<file path="config.mk">
export PLATFORM = sky130hd
export DESIGN_NAME = sum_sequencer_flat
export DESIGN_NICKNAME = d
export VERILOG_FILES = /design/src/rtl/sum_sequencer_if.sv /design/src/rtl/sum_sequencer.sv /design/src/flat_wrapper.sv
export SDC_FILE = /design/constraint.sdc
export NUM_CORES = 1
export LEC_CHECK = 0
export ABC_CLOCK_PERIOD_IN_PS = 2600
export BUFFER_PORTS_ARGS = -buffer_cell sky130_fd_sc_hd__buf_2
export CORE_MARGIN = 4
export CORE_UTILIZATION = 32
export DETAILED_ROUTE_END_ITERATION = 8
export GPL_ROUTABILITY_DRIVEN = 0
export SYNTH_ARGS = -nofsm -noshare
export SYNTH_HDL_FRONTEND = slang
export SYNTH_SLANG_ARGS = --single-unit
</file>
<file path="constraint.sdc">
create_clock -name clock -period 2.6 [get_ports clock]
set_input_delay 0.26 -clock clock [delete_from_list [all_inputs] [get_ports clock]]
set_output_delay 0.26 -clock clock [all_outputs]
set_load 0.02 [all_outputs]
</file>
<file path="src/rtl/sum_sequencer_if.sv">
// Memory read channel between the sum sequencer (master) and a word memory (slave).
// Requests use a grant handshake; returns come back in issue order on mem_rvalid.
interface sum_sequencer_if #(
    parameter int ADDR_W = 4,
    parameter int DATA_W = 16
) ();
    logic              mem_rd;
    logic [ADDR_W-1:0] mem_addr;
    logic              mem_gnt;
    logic [DATA_W-1:0] mem_rdata;
    logic              mem_rvalid;

    modport master (
        output mem_rd,
        output mem_addr,
        input  mem_gnt,
        input  mem_rdata,
        input  mem_rvalid
    );

    modport slave (
        input  mem_rd,
        input  mem_addr,
        output mem_gnt,
        output mem_rdata,
        output mem_rvalid
    );
endinterface

</file>
<file path="src/rtl/sum_sequencer.sv">
// Reads DEPTH words with up to MAX_OUT reads in flight, sums the returns and
// reports the pass length; unsolicited returns raise a sticky error.
module sum_sequencer #(
    parameter int DEPTH   = 16,
    parameter int ADDR_W  = 4,
    parameter int DATA_W  = 16,
    parameter int SUM_W   = 32,
    parameter int CYC_W   = 32,
    parameter int MAX_OUT = 4
) (
    input  logic             clock,
    input  logic             resetN,
    input  logic             start,
    sum_sequencer_if.master  mem,
    output logic [SUM_W-1:0] sum,
    output logic [CYC_W-1:0] cycle,
    output logic             busy,
    output logic             done,
    output logic             err
);
    localparam int OUT_W = $clog2(MAX_OUT + 1);

    localparam logic [1:0] S_IDLE  = 2'd0;
    localparam logic [1:0] S_ISSUE = 2'd1;
    localparam logic [1:0] S_DRAIN = 2'd2;
    localparam logic [1:0] S_DONE  = 2'd3;

    localparam logic [ADDR_W-1:0] LAST_ADDR = ADDR_W'(DEPTH - 1);
    localparam logic [OUT_W-1:0]  MAX_OUT_V = OUT_W'(MAX_OUT);

    logic [1:0]        r_state;
    logic [1:0]        w_state_next;
    logic [ADDR_W-1:0] r_addr;
    logic [OUT_W-1:0]  r_out;
    logic [OUT_W-1:0]  w_out_next;
    logic [SUM_W-1:0]  r_sum;
    logic [CYC_W-1:0]  r_cycle;
    logic              r_err;
    logic              w_busy;
    logic              w_start;
    logic              w_rd;
    logic              w_xfer;
    logic              w_ret;
    logic              w_spur;

    assign w_busy  = (r_state == S_ISSUE) || (r_state == S_DRAIN);
    assign w_start = start && !w_busy;
    // Request depends on registered credit only, so a credit freed this cycle waits one cycle.
    assign w_rd    = (r_state == S_ISSUE) && (r_out < MAX_OUT_V);
    assign w_xfer  = w_rd && mem.mem_gnt;
    assign w_ret   = mem.mem_rvalid && (r_out != '0);
    assign w_spur  = mem.mem_rvalid && (r_out == '0);

    always_comb begin
        w_out_next = r_out;
        if (w_xfer && !w_ret) begin
            w_out_next = r_out + OUT_W'(1);
        end else if (!w_xfer && w_ret) begin
            w_out_next = r_out - OUT_W'(1);
        end
    end

    always_comb begin
        w_state_next = r_state;
        case (r_state)
            S_IDLE, S_DONE: if (start)                           w_state_next = S_ISSUE;
            S_ISSUE:        if (w_xfer && r_addr == LAST_ADDR)   w_state_next = S_DRAIN;
            S_DRAIN:        if (w_out_next == '0)                w_state_next = S_DONE;
            default:                                             w_state_next = S_IDLE;
        endcase
    end

    always_ff @(posedge clock or negedge resetN) begin
        if (!resetN) begin
            r_state <= S_IDLE;
            r_addr  <= '0;
            r_out   <= '0;
            r_sum   <= '0;
            r_cycle <= '0;
            r_err   <= 1'b0;
        end else begin
            r_state <= w_state_next;
            if (w_start) begin
                r_addr  <= '0;
                r_out   <= '0;
                r_sum   <= '0;
                r_cycle <= '0;
                r_err   <= 1'b0;
            end else begin
                r_out <= w_out_next;
                if (w_ret) begin
                    r_sum <= r_sum + SUM_W'(mem.mem_rdata);
                end
                if (w_spur) begin
                    r_err <= 1'b1;
                end
                if (w_busy && (r_cycle != '1)) begin
                    r_cycle <= r_cycle + CYC_W'(1);
                end
                // The address parks on the last word rather than wrapping.
                if (w_xfer && (r_addr != LAST_ADDR)) begin
                    r_addr <= r_addr + ADDR_W'(1);
                end
            end
        end
    end

    assign mem.mem_rd   = w_rd;
    assign mem.mem_addr = r_addr;
    assign sum          = r_sum;
    assign cycle        = r_cycle;
    assign busy         = w_busy;
    assign done         = (r_state == S_DONE);
    assign err          = r_err;
endmodule
</file>
<file path="src/flat_wrapper.sv">
// flat-port wrapper written by rule: the top's interface ports become plain ports
module sum_sequencer_flat 
#(
    parameter int DEPTH   = 16,
    parameter int ADDR_W  = 4,
    parameter int DATA_W  = 16,
    parameter int SUM_W   = 32,
    parameter int CYC_W   = 32,
    parameter int MAX_OUT = 4
)
  (clock, resetN, start, sum, cycle, busy, done, err, mem_mem_rd, mem_mem_addr, mem_mem_gnt, mem_mem_rdata, mem_mem_rvalid);
  sum_sequencer_if #(.ADDR_W(ADDR_W), .DATA_W(DATA_W)) mem_i ();
  input  logic clock;
  input  logic resetN;
  input  logic start;
  output logic [SUM_W-1:0] sum;
  output logic [CYC_W-1:0] cycle;
  output logic busy;
  output logic done;
  output logic err;
  output wire logic [$bits(mem_i.mem_rd)-1:0] mem_mem_rd;
  output wire logic [$bits(mem_i.mem_addr)-1:0] mem_mem_addr;
  input wire logic [$bits(mem_i.mem_gnt)-1:0] mem_mem_gnt;
  input wire logic [$bits(mem_i.mem_rdata)-1:0] mem_mem_rdata;
  input wire logic [$bits(mem_i.mem_rvalid)-1:0] mem_mem_rvalid;
  assign mem_mem_rd = mem_i.mem_rd;
  assign mem_mem_addr = mem_i.mem_addr;
  assign mem_i.mem_gnt = mem_mem_gnt;
  assign mem_i.mem_rdata = mem_mem_rdata;
  assign mem_i.mem_rvalid = mem_mem_rvalid;
  sum_sequencer #(.DEPTH(DEPTH), .ADDR_W(ADDR_W), .DATA_W(DATA_W), .SUM_W(SUM_W), .CYC_W(CYC_W), .MAX_OUT(MAX_OUT)) u_core (.clock(clock), .resetN(resetN), .start(start), .mem(mem_i), .sum(sum), .cycle(cycle), .busy(busy), .done(done), .err(err));
endmodule
</file>
; Yosys cells after proc, flatten, opt, wreduce, memory -nomap -nowiden
; Index checks and enable logic that the tools add are counted.
; W data, S select, Z words.
[word_totals]
ff_bits = 74
latch_bits = 0
ramBits = 0
rom_bits = 0
mem_count = 0
[op_classes]
add_sub_neg = 5
mul = 0
div_mod_pow = 0
magnitude_cmp = 1
n_eq_ne = 9
n_shift = 0
n_mux = 15
bitwise = 0
reduce_logical = 24
[op_table]
columns = op, n
row1 = $mux W32, 4
row2 = $add A32 B1 Y32 const B, 1
row3 = $add A32 B16 Y32, 1
row4 = $ne A32 B32 Y1 const B, 1
row5 = $logic_and A1 B1 Y1, 10
row6 = $mux W3, 3
row7 = $mux W4, 2
row8 = $reduce_bool A2 Y1, 4
row9 = $logic_not A3 Y1, 2
row10 = $mux W2, 3
row11 = $ne A2 B2 Y1 const B, 3
row12 = $pmux W2 S3, 1
row13 = $add A4 B1 Y4 const B, 1
row14 = $eq A2 B2 Y1 const B, 2
row15 = $eq A4 B4 Y1 const B, 1
row16 = $ne A4 B4 Y1 const B, 1
row17 = $add A3 B1 Y3 const B, 1
row18 = $logic_not A1 Y1, 3
row19 = $lt A3 B3 Y1 const B, 1
row20 = $reduce_and A3 Y1, 1
row21 = $reduce_bool A3 Y1, 1
row22 = $sub A3 B1 Y3 const B, 1
row23 = $eq A2 B1 Y1 const B, 1
row24 = $logic_not A2 Y1, 1
row25 = 3 further kinds, 4

; Longest topological paths before layout
[depth]
depth_word = 10
depth_mapped = 10
mapped_depth_nobuf = 9

; Least setup slack after synthesis
; No wires, ideal clock.
[synth_path]
kind = register -> register
startpoint = register u_core.r_sum[0] (netlist: u_core.sum[0])
endpoint = register u_core.r_sum[22] (netlist: u_core.sum[22])
arrival_time_ps = 2421
required_ps = 2468
slack_ps = 47
stages_incl_launch_ff = 10
period_less_slack_ps = 2553
path_cell_list = dfrtp_1 > ha_1 > fa_1 > a21o_1 > a221o_2 > a311oi_2 > o21ai_2 > nand4bb_1 > xor2_1 > nor2_1
[synth_between]
elab_chain_len = 3
[synth_lines]
columns = element, line
row1 = start: declaration, sum_sequencer.sv:36  ; logic [SUM_W-1:0] r_sum;
row2 = start signal: assignment, sum_sequencer.sv:92  ; r_sum <= r_sum + SUM_W'(mem.mem_rdata);
row3 = $add A32 B16 Y32, sum_sequencer.sv:92
row4 = $mux W32, sum_sequencer.sv:91  ; if (w_ret) begin
row5 = $mux W32, sum_sequencer.sv:83  ; if (w_start) begin
; Every way passes these cells. The select of a mux whose other input is x is not followed.
; A chain may end at the register's enable or synchronous reset.

; Final worst setup path
[layout_path]
startpoint = register u_core.r_sum[0] (netlist: u_core.sum[0])
endpoint = register u_core.r_sum[14] (netlist: u_core.sum[14])
; Same word-level chain as after synthesis.

==> run metrics <==
highest clock frequency the design can meet just over 400 MHz; drt total wl about 13 mm; cell count after synthesis about 520; area used by multi-input combinational logic 2790 um^2; Worst Setup SP u_core.sum[0]; total iterations of the first detailed-routing run 4; number of different library cells in the post-synthesis netlist 64; number of nets produced by synthesis roughly 560; worst min-delay path category in2async; clock-pin slew of the registers on the worst-case setup and hold paths approximately 0.060 ns; sequential fraction of the synthesis area 0.392; FF/Latch Area approximately 1900 um^2; initial detailed-routing violation count 210; IO Port Bufs between 90 and 100; CP startpoint kind flip-flop; core region area 14500 um^2; fraction of registers with async set/reset 1.00; number of I/O pins 93; htree depth 3; netlist area before placement 4720 um^2; top_reg_cell synth sky130_fd_sc_hd__dfrtp_1; data arrival time of the critical path 2.68 ns; flip-flop and latch count after synthesis 74; clock tree from TritonCTS yes; post-DP HPWL around 9 mm; number of nets at the end of the flow roughly 660; effective utilization at floorplan 0.326; sum of overflow across all layers after global routing 0; number of max-slew violations in the final report 0; final critical-path required period about 2.5 ns; clock root cell sky130_fd_sc_hd__clkbuf_16; data required time of the worst path around 2.8 ns; Hold Buf Count CTS 0; Syn-to-layout area delta 21.7%; horizontal die dimension ~130 um; average footprint of a synthesized cell around 9 um^2; setup violation total in the final timing report 0; number of endpoints with negative hold slack in the final report 0; Max-Slew Margin vs Limit 0.353; maximum fanout along the worst path 3; run status complete, no violations; clock insertion delay at the later pin of the skew report roughly 0.34 ns; maximum number of pins on one net before global-route repair 75; Pwr per Cell Area around 900 nW/um^2; worst flop-to-flop path startpoint u_core.sum[0]; maximum clock insertion buffer count 2; antenna cell count 0; category of the critical setup timing path reg2reg; Peak supply drop 0.364 mV; total CTS buffers 9; area enclosed by the die boundary roughly 17000 um^2; Vias 4279; measured slew at the worst slew-check pin 0.970 ns; vias in the first global route between 4k and 5k; combined global-route utilization of all metal layers 0.157; share of layout cells above drive strength 1 0.234; cell leakage power 2.75 nW; total of fill cells in the finished design approximately 1.5k; Antenna Violating Nets Remaining 0; number of enable-type register cells in the synthesized netlist 0; final worst clock skew 0.00497 ns; WL/cell 15.8 um; Final period util 0.946; Via density approximately 5.3; antenna violations before repair 0; post-route worst hold slack 0.0721 ns; Setup crit end kind flip-flop; count of warnings emitted by yosys 0; first-pass GRT wire length 21.2 mm; DRC 0; std cell rows between 40 and 50; total power of the final layout between 0.005 and 0.006 W; clock sink count 74; max_cap viols 0; Die Y between 100 and 150 um
==> per-stage QoR <==
stage,instance area [um^2],setup TNS [ns],util,setup slack [ns],instances
2_1_floorplan,4720,0,-,0.0475,518
3_5_place_dp,5430,0,0.375,0.0317,788
6_report,5740,0,0.397,0.139,804
5_1_grt,5740,-0.00975,0.397,-0.00745,804
4_1_cts,5710,0,0.394,0.00385,803
3_3_place_gp,5430,0,0.375,0.0282,788
==> cells in the final DEF (no fill, tap or decap), types with 4 or more instances in the layout <==
cell and count:
sky130_fd_sc_hd__buf_2 91, sky130_fd_sc_hd__nor2_1 42, sky130_fd_sc_hd__o211ai_1 5, sky130_fd_sc_hd__o31ai_1 6
sky130_fd_sc_hd__dfrtp_1 74, sky130_fd_sc_hd__and2_1 6, sky130_fd_sc_hd__nor3_1 11, sky130_fd_sc_hd__a21o_1 11
sky130_fd_sc_hd__xor2_1 22, sky130_fd_sc_hd__nand2b_1 8, sky130_fd_sc_hd__buf_4 15, sky130_fd_sc_hd__a21oi_1 31
sky130_fd_sc_hd__clkbuf_16 9, sky130_fd_sc_hd__a31oi_1 8, sky130_fd_sc_hd__o21ai_0 28, sky130_fd_sc_hd__nor2b_1 4
sky130_fd_sc_hd__and3_1 13, sky130_fd_sc_hd__nand3_1 31, sky130_fd_sc_hd__nand4_1 18, sky130_fd_sc_hd__mux2i_1 10
sky130_fd_sc_hd__xnor2_1 13, sky130_fd_sc_hd__inv_1 7, sky130_fd_sc_hd__nand2_1 68, sky130_fd_sc_hd__ha_1 23
==> synth_stat cells (all sizes together) (7+ instances only) <==
cell type | count | area [um^2]
nor2 | 42 | 158
and3 | 13 | 81.3
ha | 24 | 300
clkbuf | 13 | 50.0
xor2 | 22 | 193
nand3 | 32 | 165
o21ai | 31 | 163
nand2 | 70 | 268
a21oi | 33 | 180
mux2i | 10 | 100
a21o | 11 | 82.6
nand2b | 9 | 63.8
nor3 | 11 | 55.1
dfrtp | 74 | 1850
nand4 | 19 | 125
a31oi | 10 | 92.6
inv | 7 | 26.3
xnor2 | 13 | 114
==> registers in the layout (all words and copies together), names as in the netlist <==
register,count
u_core.cycle,32
u_core.sum,32
u_core.mem.mem_addr,4
u_core.r_out,3
u_core.r_state,2
u_core.err,1
==> kinds of logic after synthesis <==
family | share of synthesized area
buffers and inverters | 0.0220
DFF | 0.392
AOI/OAI and AO/OA | 0.179
xor gates and xnor gates | 0.0650
adders and majority gates | 0.0679
and+or+nand+nor | 0.252
muxes | 0.0212
==> final cells by class <==
cell class | count | share of cell area
Clock inverter | 2 | 0.00218
Inverter | 7 | 0.00458
Clock buffer | 13 | 0.0453
Sequential cell | 74 | 0.322
Multi-Input combinational cell | 418 | 0.486
Tap cell | 184 | 0.0401
Timing Repair Buffer | 106 | 0.0989
==> path summary, 6_finish.rpt <==
check | to | slack, ns | cells past startpoint
worst max register to register | u_core.sum[14] | 0.14 | 10
worst max-delay path | u_core.sum[14] | 0.14 | 10
max in group asynchronous | u_core.sum[5] | 1.91 | 1
worst min-delay path | u_core.cycle[6] | 0.07 | 1
min in group clock | u_core.err | 0.24 | 3
worst min register to register | u_core.err | 0.49 | 2
==> timing repair <==
item	CTS	global route
endpoints found under the setup margin	0	10
gates resized for setup	0	5
setup buffers	0	1
==> report_power, final <==
| group | internal (W) | switching (W) | leakage, nW | total [W] |
|---|---|---|---|---|
| Combinational | 0.000957 | 0.00153 | 1.62 | 0.00249 |
| Sequential | 0.00133 | 0.000181 | 0.998 | 0.00152 |
| Clock | 0.000692 | 0.000479 | 0.132 | 0.00117 |
| Total | 0.00298 | 0.00219 | 2.75 | 0.00518 |
==> worst max-delay path, cell delays in order (launching register included) <==
cell and delay [ns]:
sky130_fd_sc_hd__dfrtp_1 0.38, sky130_fd_sc_hd__ha_2 0.19, sky130_fd_sc_hd__fa_2 0.36, sky130_fd_sc_hd__a21o_1 0.21, sky130_fd_sc_hd__a221o_2 0.40, sky130_fd_sc_hd__buf_4 0.16, sky130_fd_sc_hd__o2111ai_2 0.18, sky130_fd_sc_hd__a21o_1 0.14
sky130_fd_sc_hd__a21oi_1 0.07, sky130_fd_sc_hd__xnor2_1 0.16, sky130_fd_sc_hd__a21oi_1 0.07
==> routing by layer <==
metal  track usage  part of all wire  vias up
li1              -                 -     2081
met3        0.0445             0.048       24
met2         0.263              0.49       99
met4        0.0526             0.024        0
met1         0.196              0.44     2075
met5             0                 0        -
(Power assumes the default switching activity.)
